**config.mk**
```make
export PLATFORM = sky130hd
export DESIGN_NAME = memseq_flat
export DESIGN_NICKNAME = d
export VERILOG_FILES = /design/src/rtl/memseq_pkg.sv /design/src/rtl/memseq_if.sv /design/src/rtl/memseq.sv /design/src/flat_wrapper.sv
export SDC_FILE = /design/constraint.sdc
export NUM_CORES = 1
export LEC_CHECK = 0
export CAP_MARGIN = 20
export CORE_UTILIZATION = 41
export DETAILED_ROUTE_END_ITERATION = 12
export PLACE_DENSITY = 0.9
export SLEW_MARGIN = 25
export SYNTH_ARGS = -nofsm -noshare
export SYNTH_HDL_FRONTEND = slang
export SYNTH_SLANG_ARGS = --single-unit
```
**constraint.sdc**
```tcl
create_clock -name clk -period 1.95 [get_ports clk]
set_input_delay 0.39 -clock clk [delete_from_list [all_inputs] [get_ports clk]]
set_output_delay 0.39 -clock clk [all_outputs]
set_load 0.01 [all_outputs]
```
**src/rtl/memseq_pkg.sv**
```systemverilog
// Shared types and widths for the memory-access sequencer.
// MEMSEQ_STORE_VERIFY_EN adds the VERIFY state used for store read-back checking.
package memseq_pkg;

  localparam int PC_W       = 8;
  localparam int ADDR_W     = 8;
  localparam int DATA_W     = 32;
  localparam int RD_LAT_MAX = 4;
  // Counter must be able to hold RD_LAT_MAX itself, not just RD_LAT_MAX-1.
  localparam int CNT_W      = $clog2(RD_LAT_MAX + 1);

  typedef enum logic [1:0] {
    OP_FETCH = 2'd0,
    OP_LOAD  = 2'd1,
    OP_STORE = 2'd2
  } op_t;

  typedef enum logic [1:0] {
    ST_IDLE   = 2'd0,
    ST_WAIT   = 2'd1,
`ifdef MEMSEQ_STORE_VERIFY_EN
    ST_RESP   = 2'd2,
    ST_VERIFY = 2'd3
`else
    ST_RESP   = 2'd2
`endif
  } state_t;

  // The reserved encoding 3 behaves as a load.
  function automatic op_t decode_op(input logic [1:0] raw);
    if (raw == 2'd3) begin
      return OP_LOAD;
    end
    return op_t'(raw);
  endfunction

endpackage

```
**src/rtl/memseq_if.sv**
```systemverilog
// Bundle of request, memory and response signals around the sequencer.
// slave = sequencer, master = pipeline control, mem = memory-access block.
interface memseq_if;
  import memseq_pkg::*;

  logic              req_valid;
  logic              req_ready;
  logic [1:0]        req_op;
  logic [PC_W-1:0]   req_pc;
  logic [ADDR_W-1:0] req_addr;
  logic [DATA_W-1:0] req_wdata;

  logic [PC_W-1:0]   pc;
  logic [ADDR_W-1:0] address;
  logic [DATA_W-1:0] data;
  logic              wren;
  logic [DATA_W-1:0] ir;
  logic [DATA_W-1:0] q;

  logic              rsp_valid;
  logic [DATA_W-1:0] rsp_data;
  logic              verify_err;

  modport slave (
    input  req_valid, req_op, req_pc, req_addr, req_wdata, ir, q,
    output req_ready, pc, address, data, wren, rsp_valid, rsp_data, verify_err
  );

  modport master (
    output req_valid, req_op, req_pc, req_addr, req_wdata,
    input  req_ready, rsp_valid, rsp_data, verify_err
  );

  modport mem (
    input  pc, address, data, wren,
    output ir, q
  );

endinterface

```
**src/rtl/memseq.sv**
```systemverilog
// Memory-access sequencer: one fetch/load/store in flight, registered memory-side
// outputs, single-cycle response. MEMSEQ_STORE_VERIFY_EN enables store read-back.
module memseq #(
  parameter int RD_LAT = 1
) (
  input  logic     clk,
  input  logic     rst_n,
  memseq_if.slave  bus
);
  import memseq_pkg::*;

  state_t            r_state, w_state;
  logic [CNT_W-1:0]  r_cnt, w_cnt;
  op_t               r_op, w_op;
  op_t               w_req_op;
  logic              r_ready, w_ready;
  logic [PC_W-1:0]   r_pc, w_pc;
  logic [ADDR_W-1:0] r_addr, w_addr;
  logic [DATA_W-1:0] r_data, w_data;
  logic              r_wren, w_wren;
  logic              r_rsp_valid, w_rsp_valid;
  logic [DATA_W-1:0] r_rsp_data, w_rsp_data;
`ifdef MEMSEQ_STORE_VERIFY_EN
  logic              r_verify_err, w_verify_err;
`endif

  assign w_req_op = decode_op(bus.req_op);

  always_ff @(posedge clk or negedge rst_n) begin
    if (!rst_n) begin
      r_state      <= ST_IDLE;
      r_cnt        <= '0;
      r_op         <= OP_FETCH;
      r_ready      <= 1'b0;
      r_pc         <= '0;
      r_addr       <= '0;
      r_data       <= '0;
      r_wren       <= 1'b0;
      r_rsp_valid  <= 1'b0;
      r_rsp_data   <= '0;
`ifdef MEMSEQ_STORE_VERIFY_EN
      r_verify_err <= 1'b0;
`endif
    end else begin
      r_state      <= w_state;
      r_cnt        <= w_cnt;
      r_op         <= w_op;
      r_ready      <= w_ready;
      r_pc         <= w_pc;
      r_addr       <= w_addr;
      r_data       <= w_data;
      r_wren       <= w_wren;
      r_rsp_valid  <= w_rsp_valid;
      r_rsp_data   <= w_rsp_data;
`ifdef MEMSEQ_STORE_VERIFY_EN
      r_verify_err <= w_verify_err;
`endif
    end
  end

  always_comb begin
    w_state      = r_state;
    w_cnt        = r_cnt;
    w_op         = r_op;
    w_ready      = r_ready;
    w_pc         = r_pc;
    w_addr       = r_addr;
    w_data       = r_data;
    w_wren       = r_wren;
    w_rsp_valid  = r_rsp_valid;
    w_rsp_data   = r_rsp_data;
`ifdef MEMSEQ_STORE_VERIFY_EN
    w_verify_err = r_verify_err;
`endif

    case (r_state)
      ST_IDLE: begin
        // Ready is low only on the first cycle after reset.
        if (!r_ready) begin
          w_ready = 1'b1;
        end else if (bus.req_valid) begin
          w_ready = 1'b0;
          w_op    = w_req_op;
          w_cnt   = CNT_W'(RD_LAT);
          w_state = ST_WAIT;
          case (w_req_op)
            OP_FETCH: w_pc = bus.req_pc;
            OP_STORE: begin
              w_addr = bus.req_addr;
              w_data = bus.req_wdata;
              w_wren = 1'b1;
            end
            default:  w_addr = bus.req_addr;
          endcase
        end
      end

      ST_WAIT: begin
        w_wren = 1'b0;
        if (r_cnt != '0) begin
          w_cnt = r_cnt - CNT_W'(1);
        end else begin
`ifdef MEMSEQ_STORE_VERIFY_EN
          if (r_op == OP_STORE) begin
            w_cnt   = CNT_W'(RD_LAT);
            w_state = ST_VERIFY;
          end else begin
            w_rsp_valid = 1'b1;
            w_rsp_data  = (r_op == OP_FETCH) ? bus.ir : bus.q;
            w_state     = ST_RESP;
          end
`else
          w_rsp_valid = 1'b1;
          case (r_op)
            OP_FETCH: w_rsp_data = bus.ir;
            OP_STORE: w_rsp_data = r_data;
            default:  w_rsp_data = bus.q;
          endcase
          w_state = ST_RESP;
`endif
        end
      end

      ST_RESP: begin
        w_rsp_valid = 1'b0;
        w_ready     = 1'b1;
        w_state     = ST_IDLE;
      end

`ifdef MEMSEQ_STORE_VERIFY_EN
      // Address was re-sampled after the write; compare one edge before responding.
      ST_VERIFY: begin
        if (r_cnt == '0) begin
          w_rsp_valid = 1'b1;
          w_rsp_data  = r_data;
          w_state     = ST_RESP;
        end else begin
          if ((r_cnt == CNT_W'(1)) && (bus.q != r_data)) begin
            w_verify_err = 1'b1;
          end
          w_cnt = r_cnt - CNT_W'(1);
        end
      end
`endif

      default: w_state = ST_IDLE;
    endcase
  end

  assign bus.req_ready = r_ready;
  assign bus.pc        = r_pc;
  assign bus.address   = r_addr;
  assign bus.data      = r_data;
  assign bus.wren      = r_wren;
  assign bus.rsp_valid = r_rsp_valid;
  assign bus.rsp_data  = r_rsp_data;
`ifdef MEMSEQ_STORE_VERIFY_EN
  assign bus.verify_err = r_verify_err;
`else
  assign bus.verify_err = 1'b0;
`endif

endmodule

```
**src/flat_wrapper.sv**
```systemverilog
// flat-port wrapper written by rule: the top's interface ports become plain ports
module memseq_flat import memseq_pkg::*;
#(
  parameter int RD_LAT = 1
)
  (clk, rst_n, bus_req_valid, bus_req_op, bus_req_pc, bus_req_addr, bus_req_wdata, bus_ir, bus_q, bus_req_ready, bus_pc, bus_address, bus_data, bus_wren, bus_rsp_valid, bus_rsp_data, bus_verify_err);
  memseq_if bus_i ();
  input  logic clk;
  input  logic rst_n;
  input wire logic [$bits(bus_i.req_valid)-1:0] bus_req_valid;
  input wire logic [$bits(bus_i.req_op)-1:0] bus_req_op;
  input wire logic [$bits(bus_i.req_pc)-1:0] bus_req_pc;
  input wire logic [$bits(bus_i.req_addr)-1:0] bus_req_addr;
  input wire logic [$bits(bus_i.req_wdata)-1:0] bus_req_wdata;
  input wire logic [$bits(bus_i.ir)-1:0] bus_ir;
  input wire logic [$bits(bus_i.q)-1:0] bus_q;
  output wire logic [$bits(bus_i.req_ready)-1:0] bus_req_ready;
  output wire logic [$bits(bus_i.pc)-1:0] bus_pc;
  output wire logic [$bits(bus_i.address)-1:0] bus_address;
  output wire logic [$bits(bus_i.data)-1:0] bus_data;
  output wire logic [$bits(bus_i.wren)-1:0] bus_wren;
  output wire logic [$bits(bus_i.rsp_valid)-1:0] bus_rsp_valid;
  output wire logic [$bits(bus_i.rsp_data)-1:0] bus_rsp_data;
  output wire logic [$bits(bus_i.verify_err)-1:0] bus_verify_err;
  assign bus_i.req_valid = bus_req_valid;
  assign bus_i.req_op = bus_req_op;
  assign bus_i.req_pc = bus_req_pc;
  assign bus_i.req_addr = bus_req_addr;
  assign bus_i.req_wdata = bus_req_wdata;
  assign bus_i.ir = bus_ir;
  assign bus_i.q = bus_q;
  assign bus_req_ready = bus_i.req_ready;
  assign bus_pc = bus_i.pc;
  assign bus_address = bus_i.address;
  assign bus_data = bus_i.data;
  assign bus_wren = bus_i.wren;
  assign bus_rsp_valid = bus_i.rsp_valid;
  assign bus_rsp_data = bus_i.rsp_data;
  assign bus_verify_err = bus_i.verify_err;
  memseq #(.RD_LAT(RD_LAT)) u_core (.clk(clk), .rst_n(rst_n), .bus(bus_i));
endmodule
```
==> impl_metrics.xml <==
<?xml version="1.0" encoding="UTF-8"?>
<metrics>
  <group name="run_status">
    <metric name="status" unit="">finished clean</metric>
  </group>
  <group name="drt">
    <metric name="total_via_count_in_the_routed_design" unit="">3199</metric>
    <metric name="viasPerCell" unit="">4.83</metric>
    <metric name="route.detailed.wl_per_inst" unit="um">16.2</metric>
    <metric name="postRouteAntennaNets" unit="">0</metric>
    <metric name="remaining_drc_errors" unit="">0</metric>
    <metric name="drt-pass1-iter-count" unit="">4</metric>
    <metric name="wl" unit="um">10800</metric>
    <metric name="number_of_drc_markers_after_the_initial_detailed_route_iteration" unit="">98</metric>
  </group>
  <group name="yosys">
    <metric name="synth_top_cell_by_area" unit="">dfrtp_1</metric>
    <metric name="yosys.area.top_type_share" unit="%">54.4</metric>
    <metric name="post_synth_and_or_nand_nor_area_fraction" unit="%">5.47</metric>
    <metric name="async_flop_share" unit="%">100</metric>
    <metric name="synth-edff-count" unit="">0</metric>
    <metric name="synth_commonest_cells" unit="">dfrtp_1 (90), mux2_1 (70), nand2_1 (35)</metric>
    <metric name="syn-cell-area" unit="mm^2">0.00414</metric>
    <metric name="synthAdderAreaFrac" unit="%">0.604</metric>
    <metric name="synth.avg_cell_area" unit="um^2">12.8</metric>
    <metric name="most_frequently_used_flop_master_after_synthesis" unit="">dfrtp_1</metric>
    <metric name="synth.area.mux_share" unit="%">30.5</metric>
    <metric name="syn_inst" unit="">324</metric>
    <metric name="synth_top_family_by_area" unit="">multiplexers</metric>
    <metric name="ys_seq_elements" unit="">90</metric>
    <metric name="seq_area_frac_synth" unit="%">54.4</metric>
    <metric name="synth_nets" unit="">443</metric>
    <metric name="most_frequent_cell_after_synthesis" unit="">dfrtp_1</metric>
    <metric name="synth.lib_cells_used.distinct" unit="">28</metric>
    <metric name="largest_cells_by_area_after_synthesis" unit="">dfrtp_1 (54%), mux2_1 (19%), mux2i_1 (7.7%), o21ai_1 (4.0%), nand2_1 (3.2%)</metric>
    <metric name="yosys_warnings" unit="">0</metric>
    <metric name="synth_compound_area_share" unit="%">5.26</metric>
    <metric name="synth_xor_area_share" unit="%">0</metric>
  </group>
  <group name="timing">
    <metric name="unrepaired_setup_endpoints_after_global_routing" unit="">no</metric>
    <metric name="final_max_slew_viol_count" unit="">0</metric>
    <metric name="hold_ws" unit="ps">60.2</metric>
    <metric name="timing.final.setup_violations" unit="">0</metric>
    <metric name="layout_worst_path_cycle_share" unit="%">90.0</metric>
    <metric name="report.final.hold_viol_count" unit="">0</metric>
    <metric name="final.setup.worst_slack" unit="ps">196</metric>
    <metric name="skew_final" unit="ps">7.78</metric>
    <metric name="fin_crit" unit="ps">1750</metric>
    <metric name="timing.fmax" unit="MHz">570</metric>
  </group>
  <group name="floorplan">
    <metric name="std_cell_rows" unit="">36</metric>
    <metric name="die_x_extent" unit="um">103</metric>
    <metric name="die_h" unit="um">103</metric>
    <metric name="fp.coreArea" unit="mm^2">0.00977</metric>
    <metric name="fp.dieArea" unit="mm^2">0.0105</metric>
    <metric name="design.portCount" unit="">201</metric>
    <metric name="initial_utilization" unit="%">42.4</metric>
  </group>
  <group name="setup_path">
    <metric name="critical_path_arrival" unit="ps">1990</metric>
    <metric name="worst_path_largest_cell_delay" unit="ps">500</metric>
    <metric name="path_max_fanout" unit="">8</metric>
    <metric name="end_kind" unit="">flip-flop</metric>
    <metric name="critical_path.cell_chain" unit="">clkdlybuf4s50_1 -&gt; and4bb_1 -&gt; nor2b_1 -&gt; buf_4 -&gt; mux2_4</metric>
    <metric name="worstPathRequired" unit="ps">2180</metric>
    <metric name="timing.critical_path.slowest_stage_cell" unit="">clkdlybuf4s50_1</metric>
    <metric name="worst-setup-path-type" unit="">in -&gt; reg</metric>
    <metric name="sort_of_element_at_the_start_of_the_critical_path" unit="">input port</metric>
  </group>
  <group name="clock_tree">
    <metric name="clk-insertion-delay-late" unit="ps">340</metric>
    <metric name="htree_num_levels" unit="">3</metric>
    <metric name="postCtsSetupBuffers" unit="">0</metric>
    <metric name="clock_sinks" unit="">90</metric>
    <metric name="cts_buffer_depth" unit="">2</metric>
    <metric name="cts-root-buf" unit="">clkbuf_8</metric>
    <metric name="post_cts.resized_instances" unit="">0</metric>
    <metric name="ctsHoldBuffers" unit="">0</metric>
    <metric name="cts_tree" unit="">built</metric>
    <metric name="inserted_clock_buffers" unit="">9</metric>
    <metric name="path_clk_slew" unit="ps">80</metric>
  </group>
  <group name="layout">
    <metric name="layout-area-overhead-vs-synth" unit="%">57.0</metric>
    <metric name="postLayoutCoreUtil" unit="%">66.5</metric>
    <metric name="final_net_count" unit="">644</metric>
    <metric name="layout.cell_area.non_filler" unit="mm^2">0.00650</metric>
    <metric name="n_antenna_cell" unit="">0</metric>
    <metric name="drive_gt1_share" unit="%">7.75</metric>
  </group>
  <group name="global_route">
    <metric name="grt_max_degree" unit="">91</metric>
    <metric name="gr-total-overflow" unit="">0</metric>
    <metric name="initial_antenna_violation_count" unit="">0</metric>
    <metric name="wire_length_of_the_first_global_routing_pass" unit="um">16700</metric>
    <metric name="grt.total_usage" unit="%">21.1</metric>
    <metric name="grt_pass1_vias" unit="">3388</metric>
  </group>
  <group name="power_and_ir_drop">
    <metric name="power_density" unit="mW/mm^2">1430</metric>
    <metric name="static-leakage-power" unit="uW">0.00285</metric>
    <metric name="max_vdd_drop" unit="uV">788</metric>
    <metric name="report.power.total" unit="uW">9290</metric>
  </group>
  <group name="placement">
    <metric name="dp_slack" unit="ps">-169</metric>
    <metric name="postPlaceCellArea" unit="mm^2">0.00634</metric>
    <metric name="place.detailed.hpwl" unit="um">8020</metric>
    <metric name="gpl.final_weighted_congestion" unit="">0.748</metric>
    <metric name="buffer_ports.inserted" unit="">199</metric>
  </group>
  <group name="worst_hold_path">
    <metric name="min-delay-path-class" unit="">in -&gt; async</metric>
  </group>
  <group name="job">
    <metric name="maxCapViolCount" unit="">0</metric>
  </group>
</metrics>
==> sequential cells by signal, summed over array words and instances, names as in the netlist <==
name	flops
u_core.bus.data	32
u_core.bus.req_ready	1
u_core.bus.wren	1
u_core.r_op	2
u_core.bus.rsp_valid	1
u_core.bus.pc	8
u_core.bus.address	8
u_core.r_state	2
u_core.bus.rsp_data	32
u_core.r_cnt	3
==> final cells by class <==
| type | instances | area (um^2) |
|---|---|---|
| Timing Repair Buffer | 211 | 2140 |
| Clock buffer | 12 | 145 |
| Multi-Input combinational cell | 206 | 1750 |
| Clock inverter | 3 | 17.5 |
| Sequential cell | 90 | 2250 |
| Tap cell | 133 | 166 |
| Fill cell | 752 | 3270 |
| Inverter | 7 | 26.3 |
==> layout by cell type (no fill, tap or decap), drive strengths merged <==
| master | netlist | routed |
|---|---|---|
| clkinvlp | 0 | 1 |
| nor2b | 4 | 4 |
| buf | 17 | 13 |
| dfrtp | 90 | 90 |
| and4bb | 1 | 1 |
| clkbuf | 4 | 12 |
| a41oi | 1 | 1 |
| o2bb2ai | 1 | 1 |
| and3 | 1 | 1 |
| nor4b | 1 | 1 |
| conb | 1 | 1 |
| a21oi | 4 | 4 |
| nor2 | 2 | 2 |
| nand4bb | 1 | 1 |
| nand2 | 37 | 37 |
| ha | 2 | 2 |
| mux2i | 32 | 32 |
| inv | 7 | 7 |
| clkdlybuf4s50 | 0 | 198 |
| mux2 | 81 | 81 |
| nand2b | 1 | 1 |
| clkinv | 0 | 2 |
| o21ai | 36 | 36 |
==> layer usage <==
metal  vias to the layer above  track usage (%)  part of all wire (%)
met1                      1530             24.4                    39
met4                         0             6.48                   1.4
met2                       132             37.9                    52
li1                       1523                -                     -
met3                        14             5.97                   7.4
met5                         -                0                     0
==> worst paths after layout <==
kind,depth (start not counted),slack (ps),start,end
setup / recovery,5,200,bus_req_valid,u_core.bus.address[4]
hold / removal,2,60,rst_n,u_core.bus.data[1]
min in group clk,2,490,u_core.bus.rsp_data[16],u_core.bus.rsp_data[16]
max in group asynchronous,2,1480,rst_n,u_core.r_op[0]
hold reg to reg,2,490,u_core.bus.rsp_data[16],u_core.bus.rsp_data[16]
setup reg to reg,4,210,u_core.r_state[1],u_core.bus.address[4]
==> power breakdown <==
| part | internal, uW | total [uW] | switching (uW) |
|---|---|---|---|
| sequential | 2790 | 3440 | 651 |
| combinational | 2800 | 4740 | 1940 |
| clock | 489 | 1110 | 621 |
| total | 6080 | 9290 | 3210 |
==> through the flow <==
stage          instances  setup TNS [ps]
3_5_place_dp         647           -2430
2_1_floorplan        324               0
6_report             662               0
3_3_place_gp         647            -306
4_1_cts              662               0
5_1_grt              662               0
==> cells by family (layout without fill, tap and decap cells) <==
kind of cell | after synthesis | after routing
adders and majority gates | 2 | 2
other | 1 | 1
AOI/OAI and AO/OA | 42 | 42
and+or+nand+nor | 48 | 48
DFF | 90 | 90
buffers and inverters | 28 | 233
muxes | 113 | 113
==> worst max-delay path: cells and delay by family <==
family	cells	cell delay (ps)
buffers and inverters	2	720
multiplexers	1	320
AND/OR/NAND/NOR	2	550
Note: power is estimated with default switching activity, not from simulation.
